### src/rtl/gfx_pkg.sv
// gfx_pkg: shared FSM encodings and saturating-add width rule for the graphics accumulators.
package gfx_pkg;
    typedef enum logic [1:0] {ST_IDLE, ST_ACCUM, ST_FLUSH, ST_DRAIN} state_t;
    // extra carry bits kept above the word; any set bit means the sum saturates
    localparam int SAT_GUARD = 1;
endpackage

### src/rtl/skid_fifo2.sv
// skid_fifo2: two-entry FIFO; caller guarantees push only when space is available.
module skid_fifo2 #(
    parameter int W = 8
) (
    input  logic         clk,
    input  logic         rst_n,
    input  logic         push,
    input  logic [W-1:0] din,
    input  logic         pop,
    output logic [1:0]   count,
    output logic         valid,
    output logic [W-1:0] dout
);
    logic [W-1:0] mem [2];
    logic wp, rp;
    assign valid = count != 2'd0;
    assign dout = mem[rp];
    always_ff @(posedge clk or negedge rst_n) begin
        if (!rst_n) begin
            wp <= 1'b0;
            rp <= 1'b0;
            count <= 2'd0;
        end else begin
            if (push) wp <= ~wp;
            if (pop) rp <= ~rp;
            count <= count + {1'b0, push} - {1'b0, pop};
        end
    end
    always_ff @(posedge clk) begin
        if (push) mem[wp] <= din;
    end
endmodule

### src/rtl/vtx_accum_rmw.sv
// vtx_accum_rmw: per-vertex saturating accumulator over a URAM (port 0 reads, port 1 writes)
// with a read-modify-write pipeline, one-deep write bypass and a credit-limited drain.
module vtx_accum_rmw
    import gfx_pkg::*;
#(
    parameter int DATA_WIDTH = 64,
    parameter int ADDR_RANGE = 4096,
    parameter int ADDR_WIDTH = 12
) (
    input  logic                  clk,
    input  logic                  rst_n,
    input  logic                  cmd_accum,
    input  logic                  cmd_drain,
    input  logic                  clr_on_drain,
    input  logic                  in_valid,
    output logic                  in_ready,
    input  logic [ADDR_WIDTH-1:0] in_addr,
    input  logic [DATA_WIDTH-1:0] in_data,
    output logic                  out_valid,
    input  logic                  out_ready,
    output logic [ADDR_WIDTH-1:0] out_addr,
    output logic [DATA_WIDTH-1:0] out_data,
    output logic                  done,
    output logic                  ovf,
    output logic                  ce0,
    output logic                  we0,
    output logic [ADDR_WIDTH-1:0] addr0,
    output logic [DATA_WIDTH-1:0] wdata0,
    input  logic [DATA_WIDTH-1:0] rdata0,
    output logic                  ce1,
    output logic                  we1,
    output logic [ADDR_WIDTH-1:0] addr1,
    output logic [DATA_WIDTH-1:0] wdata1,
    input  logic [DATA_WIDTH-1:0] rdata1
);
    localparam logic [ADDR_WIDTH:0] RANGE = (ADDR_WIDTH+1)'(ADDR_RANGE);

    state_t state, state_n;
    logic p_valid, byp_valid, r_valid, clr_q;
    logic [ADDR_WIDTH-1:0] p_addr, byp_addr, r_addr;
    logic [DATA_WIDTH-1:0] p_data, byp_data, old, sat;
    logic [DATA_WIDTH+SAT_GUARD-1:0] sum;
    logic [ADDR_WIDTH:0] rd_cnt, out_cnt;
    logic [1:0] buf_cnt;
    logic accept, issue, pop, last_out, carry;
    logic unused_rdata1;

    assign unused_rdata1 = ^rdata1;
    assign in_ready = state == ST_ACCUM;
    assign accept = in_valid && in_ready;
    // a drain read may only issue if its result is guaranteed a buffer slot
    assign issue = state == ST_DRAIN && rd_cnt < RANGE && ({1'b0, buf_cnt} + {2'b0, r_valid}) < 3'd2;
    assign pop = out_valid && out_ready;
    assign last_out = pop && out_cnt == RANGE - 1'b1;
    assign done = state == ST_DRAIN && last_out;

    assign old = byp_valid && byp_addr == p_addr ? byp_data : rdata0;
    assign sum = {SAT_GUARD'(0), old} + {SAT_GUARD'(0), p_data};
    assign carry = |sum[DATA_WIDTH+SAT_GUARD-1:DATA_WIDTH];
    assign sat = carry ? '1 : sum[DATA_WIDTH-1:0];

    assign ce0 = accept || issue;
    assign we0 = 1'b0;
    assign wdata0 = '0;
    assign addr0 = issue ? rd_cnt[ADDR_WIDTH-1:0] : in_addr;
    assign ce1 = p_valid || (r_valid && clr_q);
    assign we1 = ce1;
    assign addr1 = p_valid ? p_addr : r_addr;
    assign wdata1 = p_valid ? sat : '0;

    always_comb begin
        state_n = state;
        case (state)
            ST_IDLE:  state_n = cmd_accum ? ST_ACCUM : ST_IDLE;
            ST_ACCUM: state_n = cmd_drain ? ST_FLUSH : ST_ACCUM;
            ST_FLUSH: state_n = p_valid ? ST_FLUSH : ST_DRAIN;
            ST_DRAIN: state_n = last_out ? ST_IDLE : ST_DRAIN;
            default:  state_n = ST_IDLE;
        endcase
    end

    always_ff @(posedge clk or negedge rst_n) begin
        if (!rst_n) state <= ST_IDLE;
        else state <= state_n;
    end

    always_ff @(posedge clk or negedge rst_n) begin
        if (!rst_n) begin
            p_valid <= 1'b0;
            p_addr <= '0;
            p_data <= '0;
            byp_valid <= 1'b0;
            byp_addr <= '0;
            byp_data <= '0;
            r_valid <= 1'b0;
            r_addr <= '0;
            clr_q <= 1'b0;
            rd_cnt <= '0;
            out_cnt <= '0;
            ovf <= 1'b0;
        end else begin
            p_valid <= accept;
            if (accept) begin
                p_addr <= in_addr;
                p_data <= in_data;
            end
            byp_valid <= p_valid;
            if (p_valid) begin
                byp_addr <= p_addr;
                byp_data <= sat;
            end
            r_valid <= issue;
            if (issue) r_addr <= rd_cnt[ADDR_WIDTH-1:0];
            if (state == ST_IDLE && cmd_accum) ovf <= 1'b0;
            else if (p_valid && carry) ovf <= 1'b1;
            if (state == ST_ACCUM && cmd_drain) begin
                clr_q <= clr_on_drain;
                rd_cnt <= '0;
                out_cnt <= '0;
            end else begin
                if (issue) rd_cnt <= rd_cnt + 1'b1;
                if (pop) out_cnt <= out_cnt + 1'b1;
            end
        end
    end

    skid_fifo2 #(.W(ADDR_WIDTH + DATA_WIDTH)) u_obuf (
        .clk   (clk),
        .rst_n (rst_n),
        .push  (r_valid),
        .din   ({r_addr, rdata0}),
        .pop   (pop),
        .count (buf_cnt),
        .valid (out_valid),
        .dout  ({out_addr, out_data})
    );
endmodule
### config.mk
export PLATFORM = sky130hd
export DESIGN_NAME = vtx_accum_rmw
export DESIGN_NICKNAME = d
export VERILOG_FILES = /design/src/rtl/gfx_pkg.sv /design/src/rtl/skid_fifo2.sv /design/src/rtl/vtx_accum_rmw.sv
export SDC_FILE = /design/constraint.sdc
export NUM_CORES = 1
export LEC_CHECK = 0
export ABC_CLOCK_PERIOD_IN_PS = 5000
export CAP_MARGIN = 10
export CELL_PAD_IN_SITES_DETAIL_PLACEMENT = 0
export CELL_PAD_IN_SITES_GLOBAL_PLACEMENT = 1
export CORE_UTILIZATION = 25
export CTS_CLUSTER_DIAMETER = 150
export DETAILED_ROUTE_END_ITERATION = 10
export GPL_ROUTABILITY_DRIVEN = 0
export PLACE_DENSITY = 0.65
export SYNTH_ARGS = -nofsm -noshare
export SYNTH_HDL_FRONTEND = slang
export SYNTH_SLANG_ARGS = --single-unit
### constraint.sdc
create_clock -name clk -period 5 [get_ports clk]
set_clock_uncertainty 0.05 [all_clocks]
set_input_delay 0.75 -clock clk [delete_from_list [all_inputs] [get_ports clk]]
set_output_delay 0.75 -clock clk [all_outputs]
set_load 0.01 [all_outputs]
# Word level (Yosys, flattened, before mapping)
# Memories as Yosys holds them, arrays and structs flattened.
# Cells that the tools add are included.
# totals
ff_bits,201
ramBits,152
inputBits,211
output_inout_bits,236
mem_count,1
# mem_list
name,words,width,read_ports,rd_ports_with_merged_regs,wr,line_no,rtl
u_obuf.mem,2,76,1,0,1,skid_fifo2.sv:14,logic [W-1:0] mem [2];
# op_classes
add_sub_neg,6
magnitude_cmp,2
eq_ne,5
n_mux,18
bitwise_logic,2
n_reduce_logical,18
# ops
op,n
two-way mux 64 bit,3
adder 64 x 64 -> 65 bit,1
two-way mux 13 bit,4
adder 13 x 1 -> 13 bit (second input constant),2
two-way mux 12 bit,2
equality test 13 x 12 -> 1 bit (second input constant),1
less-than comparator 13 bit (second input constant),1
equality test 12 bit,1
logical AND 1 bit,11
one-hot mux 2 bit (4 select lines),1
nonzero test 2 bit,4
two-way mux 1 bit,6
equality test 2 bit (second input constant),2
two-way mux 2 bit,2
adder 2 x 1 -> 3 bit,1
less-than comparator 3 x 2 -> 1 bit (second input constant),1
adder 2 x 1 -> 2 bit,1
equality test 2 x 1 -> 1 bit (second input constant),1
logical NOT 2 bit,1
logical OR 1 bit,2
inverter 1 bit,2
subtractor 2 x 1 -> 2 bit,1

# Logic depth before layout (Yosys ltp)
# depth
ltp_word,7
mapped_depth,21
depth_no_buf,18

# Hierarchy
# A second synthesis with hierarchy kept.
# hier_totals
hier_cells,1771
area_unflattened_um2,19396.1
# modules_own_cells
mod,n_inst,cells_per_inst,area_per_inst_um2
vtx_accum_rmw,1,1520,13594.3
skid_fifo2,1,251,5801.8

# Worst setup path before layout
# No wires, ideal clock.
# synth_path
path_kind,register to output
from,register p_addr[11]
to,output port wdata1[60]
t_arrival_ns,4.043
setup_slack_ns,0.157
stages_incl_launch_ff,20
path_cell_list,dfrtp_1 -> xnor2_1 -> nand4_1 -> nor4_1 -> nand4_1 -> clkbuf_1 -> mux2_2 -> ha_1 -> inv_1 -> fa_1 -> nor2b_1 -> o311ai_1 -> a31oi_1 -> a21oi_2 -> o21ai_0 -> a21oi_1 -> o2111ai_1 -> nand2_1 -> xor2_1 -> a21oi_1
# synth_via
elab_chain_len,6
# synth_lines
element,line_no,rtl
start: declaration,vtx_accum_rmw.sv:40,"logic [ADDR_WIDTH-1:0] p_addr, byp_addr, r_addr;"
start signal: assignment,vtx_accum_rmw.sv:104,p_addr <= in_addr;
equality test 12 bit,vtx_accum_rmw.sv:57,assign old = byp_valid && byp_addr == p_addr ? byp_data : rdata0;
logical AND 1 bit,vtx_accum_rmw.sv:57,
two-way mux 64 bit,vtx_accum_rmw.sv:57,
adder 64 x 64 -> 65 bit,vtx_accum_rmw.sv:58,"assign sum = {SAT_GUARD'(0), old} + {SAT_GUARD'(0), p_data};"
two-way mux 64 bit,vtx_accum_rmw.sv:60,assign sat = carry ? '1 : sum[DATA_WIDTH-1:0];
two-way mux 64 bit,vtx_accum_rmw.sv:69,assign wdata1 = p_valid ? sat : '0;
end: declaration,vtx_accum_rmw.sv:33,"output logic [DATA_WIDTH-1:0] wdata1,"
# Every way passes these cells.

# Final worst setup path
# layout_path
from,register p_addr[1]
to,output port wdata1[25]
# Same word-level chain as after synthesis.

==> qor.tcl <==
set qor(vias_per_cell) 4.581
set qor(portBuffers) 317
set qor(fin_crit_sh) 1.186
set qor(clock_insertion_delay_worst_skew_ns) 0.59
set qor(globalRouteMet3Util) 0.03704
set qor(capture_point_of_the_critical_path) {wdata1[25]}
set qor(detail-route-antenna-nets) 0
set qor(grt_start_max_net_pins) 94
set qor(chipWidth_um) 276.9
set qor(cts_made_buffers) 43
set qor(clock-root-buffer) {sky130_fd_sc_hd__clkbuf_16}
set qor(async_flop_share) 0.5694
set qor(synth.ff_latch_count) 353
set qor(tritoncts) {yes}
set qor(maximum_capacitance_violations) 0
set qor(clock_sink_count) 353
set qor(synth_edf_count) 152
set qor(route.final.wire_length_um) 65050
set qor(most_frequent_cell_on_the_critical_path) {sky130_fd_sc_hd__buf_12}
set qor(clock_tree.htree_level_count) 2
set qor(setup-violations-final) 64
set qor(worst_r2r_path_depth) 25
set qor(critical_path.n_buffers_inverters) 9
set qor(drc) 0
set qor(finalCriticalPeriod_ns) 5.932
set qor(slowest_cell_on_crit_path) {sky130_fd_sc_hd__or4_4}
set qor(maxSlewViolCount) 0
set qor(timing.setup.critical_path_class) {reg2out}
set qor(startpoint) {p_addr[1]}
set qor(gr_busiest_metal) {met2}
set qor(drtPass1Iterations) 5
set qor(timing.critical_path.to_type) {output pin}
set qor(worst_setup_path_start_kind) {flip-flop}
set qor(finalHoldViolations) 0
set qor(worst_r2r_startpoint) {p_addr[1]}
set qor(violated_checks) {negative setup slack}
set qor(starting_density_of_the_core) 0.2533
set qor(synth-seq-area-share) 0.5079
set qor(synthToLayoutAreaGrowth_pct) 51.12
set qor(arrival_ns) 5.13
set qor(detail_route.wl_per_cell_um) 19.58
set qor(globalRouteMet1Util) 0.2106
set qor(global_route.overflow_total) 0
set qor(full_die_area_mm2) 0.07666
set qor(postSynth.topFlopCell) {sky130_fd_sc_hd__dfrtp_1}
set qor(via_count) 15219
set qor(outcome) {finished with violations}
set qor(worst_ep_required_time_ns) 4.20
set qor(cts-hold-fix-buffers) 0
set qor(pin_count) 447
set qor(worst_slew_margin_rel) 0.2364
set qor(crit_cells) 21
set qor(global_route_wire_length_before_repair_um) 98970
set qor(finalCoreUtilization) 0.3828
set qor(timing.final.ws_setup_ns) -0.9322
set qor(mappedNetlistArea_mm2) 0.01889
set qor(final.hold.worst_slack_ns) 0.1551
set qor(crit_path_cell_trace) {xor2_2, nor4_2, nand4_1, buf_6, buf_12, buf_12, mux2_2, ha_4, buf_4, nand2_4, or4_4, o221ai_4, o2111ai_4, nand2_2, a31oi_4, buf_12, buf_12, buf_16, buf_12, a21oi_4, buf_6}
set qor(grt_antenna_before_repair) 5
set qor(cts.clk_slew.worst_paths_ns) 0.06
set qor(fp.coreArea_mm2) 0.07457
set qor(detailed_place_hpwl_um) 46310
set qor(critPathTopFamily) {buffers and inverters}
set qor(die-height_um) 276.9
set qor(clock_tree.buffer_depth) 3
set qor(vdd.ir_drop.worst_v) 0.0002741
set qor(track_usage) 0.1680
set qor(synth_warnings) 0
set qor(critical_path.reg2reg.endpoint) {byp_data[54]}
set qor(postSynthCellCount) 1668
set qor(synth_top_area_share) 0.2663
set qor(critical_path.max_fanout) 11
set qor(fmax_mhz) 168.6
set qor(violation_count_after_the_first_detailed_route_iteration) 874
set qor(yosys.cell_types.count) 66
set qor(synth_area_leader_cell) {sky130_fd_sc_hd__dfrtp_1}
set qor(syn-mean-instance-area_um2) 11.32
set qor(num-nets-final) 2600
set qor(power.density_cell_area_mw_per_mm2) 595.0
set qor(worst_pin_slew_ns) 1.145
set qor(hold_class) {in2async}
set qor(grt.met2_usage) 0.2872
set qor(layout_cell_share_with_drive_strength_beyond_1) 0.3770
set qor(slowest_delay_ns) 0.59
set qor(first_global_vias) 16335
set qor(rsz_0062_raised_after_global_routing) {true}
set qor(p_leak_uw) 0.01199
set qor(synth_area_leaders) {sky130_fd_sc_hd__dfrtp_1 (27%), sky130_fd_sc_hd__edfxtp_1 (24%), sky130_fd_sc_hd__mux2_2 (13%)}
set qor(timing.reg2reg.setup_slack_ns) 0.16
set qor(row_count) 100
[what timing repair did]
item / 4_1_cts / 5_1_grt
gates cloned: 5 / 1
buffers inserted: 36 / 15
pin swaps: 64 / 50
endpoints found under the setup margin: 121 / 77
resized for setup: 502 / 57
[worst reg2reg max path, cell delays in order (launching register included)]
cell and delay (ns):
sky130_fd_sc_hd__dfrtp_1 0.41, sky130_fd_sc_hd__xor2_2 0.20, sky130_fd_sc_hd__nor4_2 0.30, sky130_fd_sc_hd__nand4_1 0.15, sky130_fd_sc_hd__buf_6 0.17, sky130_fd_sc_hd__buf_6 0.12
sky130_fd_sc_hd__mux2_4 0.30, sky130_fd_sc_hd__ha_4 0.18, sky130_fd_sc_hd__inv_2 0.06, sky130_fd_sc_hd__fa_2 0.24, sky130_fd_sc_hd__nor2b_4 0.07, sky130_fd_sc_hd__o311ai_4 0.36
sky130_fd_sc_hd__a31oi_4 0.16, sky130_fd_sc_hd__a21oi_2 0.19, sky130_fd_sc_hd__buf_6 0.15, sky130_fd_sc_hd__nor3_4 0.05, sky130_fd_sc_hd__o2111ai_4 0.23, sky130_fd_sc_hd__nand2_2 0.13
sky130_fd_sc_hd__buf_6 0.13, sky130_fd_sc_hd__a31o_4 0.24, sky130_fd_sc_hd__buf_12 0.13, sky130_fd_sc_hd__buf_6 0.11, sky130_fd_sc_hd__buf_4 0.12, sky130_fd_sc_hd__nor2_1 0.14
sky130_fd_sc_hd__buf_6 0.21, sky130_fd_sc_hd__a21oi_1 0.11
[Yosys cell counts (3+ instances only)]
cell type                  number
sky130_fd_sc_hd__mux2_2       216
sky130_fd_sc_hd__dfrtp_1      201
sky130_fd_sc_hd__a21oi_1      168
sky130_fd_sc_hd__edfxtp_1     152
sky130_fd_sc_hd__nand2_1      123
sky130_fd_sc_hd__nor2_1        91
sky130_fd_sc_hd__o21ai_0       84
sky130_fd_sc_hd__ha_1          73
sky130_fd_sc_hd__a21o_1        72
sky130_fd_sc_hd__buf_4         68
sky130_fd_sc_hd__xnor2_1       54
sky130_fd_sc_hd__inv_1         53
sky130_fd_sc_hd__clkbuf_1      45
sky130_fd_sc_hd__xor2_1        43
sky130_fd_sc_hd__nand4_1       30
sky130_fd_sc_hd__o21bai_1      20
sky130_fd_sc_hd__o21a_1        18
sky130_fd_sc_hd__buf_1         12
sky130_fd_sc_hd__buf_2         12
sky130_fd_sc_hd__and3_1        11
sky130_fd_sc_hd__nand3_1       11
sky130_fd_sc_hd__nand2b_1       8
sky130_fd_sc_hd__nor2b_1        8
sky130_fd_sc_hd__nor3_1         8
sky130_fd_sc_hd__a31oi_1        7
sky130_fd_sc_hd__a211oi_1       5
sky130_fd_sc_hd__and2_1         5
sky130_fd_sc_hd__o21ai_1        5
sky130_fd_sc_hd__or2_2          5
sky130_fd_sc_hd__nor4_1         4
sky130_fd_sc_hd__o211ai_1       4
sky130_fd_sc_hd__a221o_1        3
sky130_fd_sc_hd__and4_1         3
sky130_fd_sc_hd__o41ai_1        3
sky130_fd_sc_hd__or3_1          3
[power breakdown]
part	internal, uW	switching (uW)	total (uW)
Combinational	4680	4370	9050
Sequential	4110	710	4820
Clock	1760	1350	3110
[metrics by stage]
| step | total power, uW | cells | instance area, um^2 | setup WS, ns | setup TNS, ns |
|---|---|---|---|---|---|
| CTS | 16860 | 3305 | 28120 | -0.9728 | -49.99 |
| global route | 18040 | 3321 | 28540 | -1.153 | -65.57 |
| floorplan | 8556 | 1732 | 19130 | 0.1574 | 0 |
| global placement | 12320 | 3185 | 25160 | -1.264 | -66.87 |
| detailed placement | 12390 | 3185 | 25160 | -1.242 | -68.27 |
| finish | 16990 | 3322 | 28550 | -0.9322 | -51.04 |
[how the worst min path moves through the flow]
stage,startpoint,to,depth (start not counted)
after floorplan,p_valid,byp_valid,0
after global placement,r_addr[4],u_obuf.mem[0][68],0
after detailed placement,r_addr[8],u_obuf.mem[1][72],0
after CTS,rst_n,byp_data[63],1
after global routing,rst_n,p_data[57],1
final,rst_n,p_data[57],1
[final cells by class]
class	instances	area (um^2)
Tap cell	969	1212
Clock buffer	55	1151
Timing Repair Buffer	677	6256
Clock inverter	25	232.7
Inverter	53	201.4
Fill cell	7250	46030
Sequential cell	353	9599
Antenna cell	3	7.507
Multi-Input combinational cell	1187	9886
[registers in the layout, indices dropped and copies added (netlist names), 2 cells and up]
signal        count
p_data           64
state             2
r_addr           12
u_obuf.mem      152
byp_addr         12
p_addr           12
byp_data         64
u_obuf.count      2
rd_cnt           13
out_cnt          13
[cell usage in the layout, fill, tap and decap left out, drive strengths merged, types with 4 or more instances in the layout]
master           n
xnor2           54
xor2            43
nor2            91
a211oi           5
o211ai           4
and2             5
o21ai           89
nor4             4
a21o            72
clkdlybuf4s50  252
nor2b            9
dfrtp          201
o41ai            4
nand4           30
and3            11
a31oi            8
or2              5
clkinv          14
a21oi          170
buf            415
mux2           216
edfxtp         152
clkdlybuf4s15    7
nand2b           8
nand3           11
ha              73
nor3             9
o21bai          20
inv             59
nand2          124
o21a            18
clkbuf          58
conb            65
[routing by layer]
metal	share of wire	routed length [um]
met5	0.00018	12
met2	0.48	31550
met4	0.028	1822
met1	0.43	28070
met3	0.055	3596
[cells by family (layout without fill, tap and decap cells)]
| kind of cell | after synthesis | in the layout | share of synthesized area |
|---|---|---|---|
| other | 1 | 68 | 0.0001985 |
| buffers and inverters | 192 | 810 | 0.05292 |
| adder cells (fa/ha/maj) | 74 | 74 | 0.04941 |
| AND/OR/NAND/NOR | 317 | 317 | 0.07677 |
| AO/OA/AOI/OAI | 416 | 416 | 0.1373 |
| XOR/XNOR | 97 | 97 | 0.04498 |
| flip-flops | 353 | 353 | 0.5079 |
| multiplexers | 218 | 218 | 0.1305 |
Note: power is estimated with default switching activity, not from simulation.
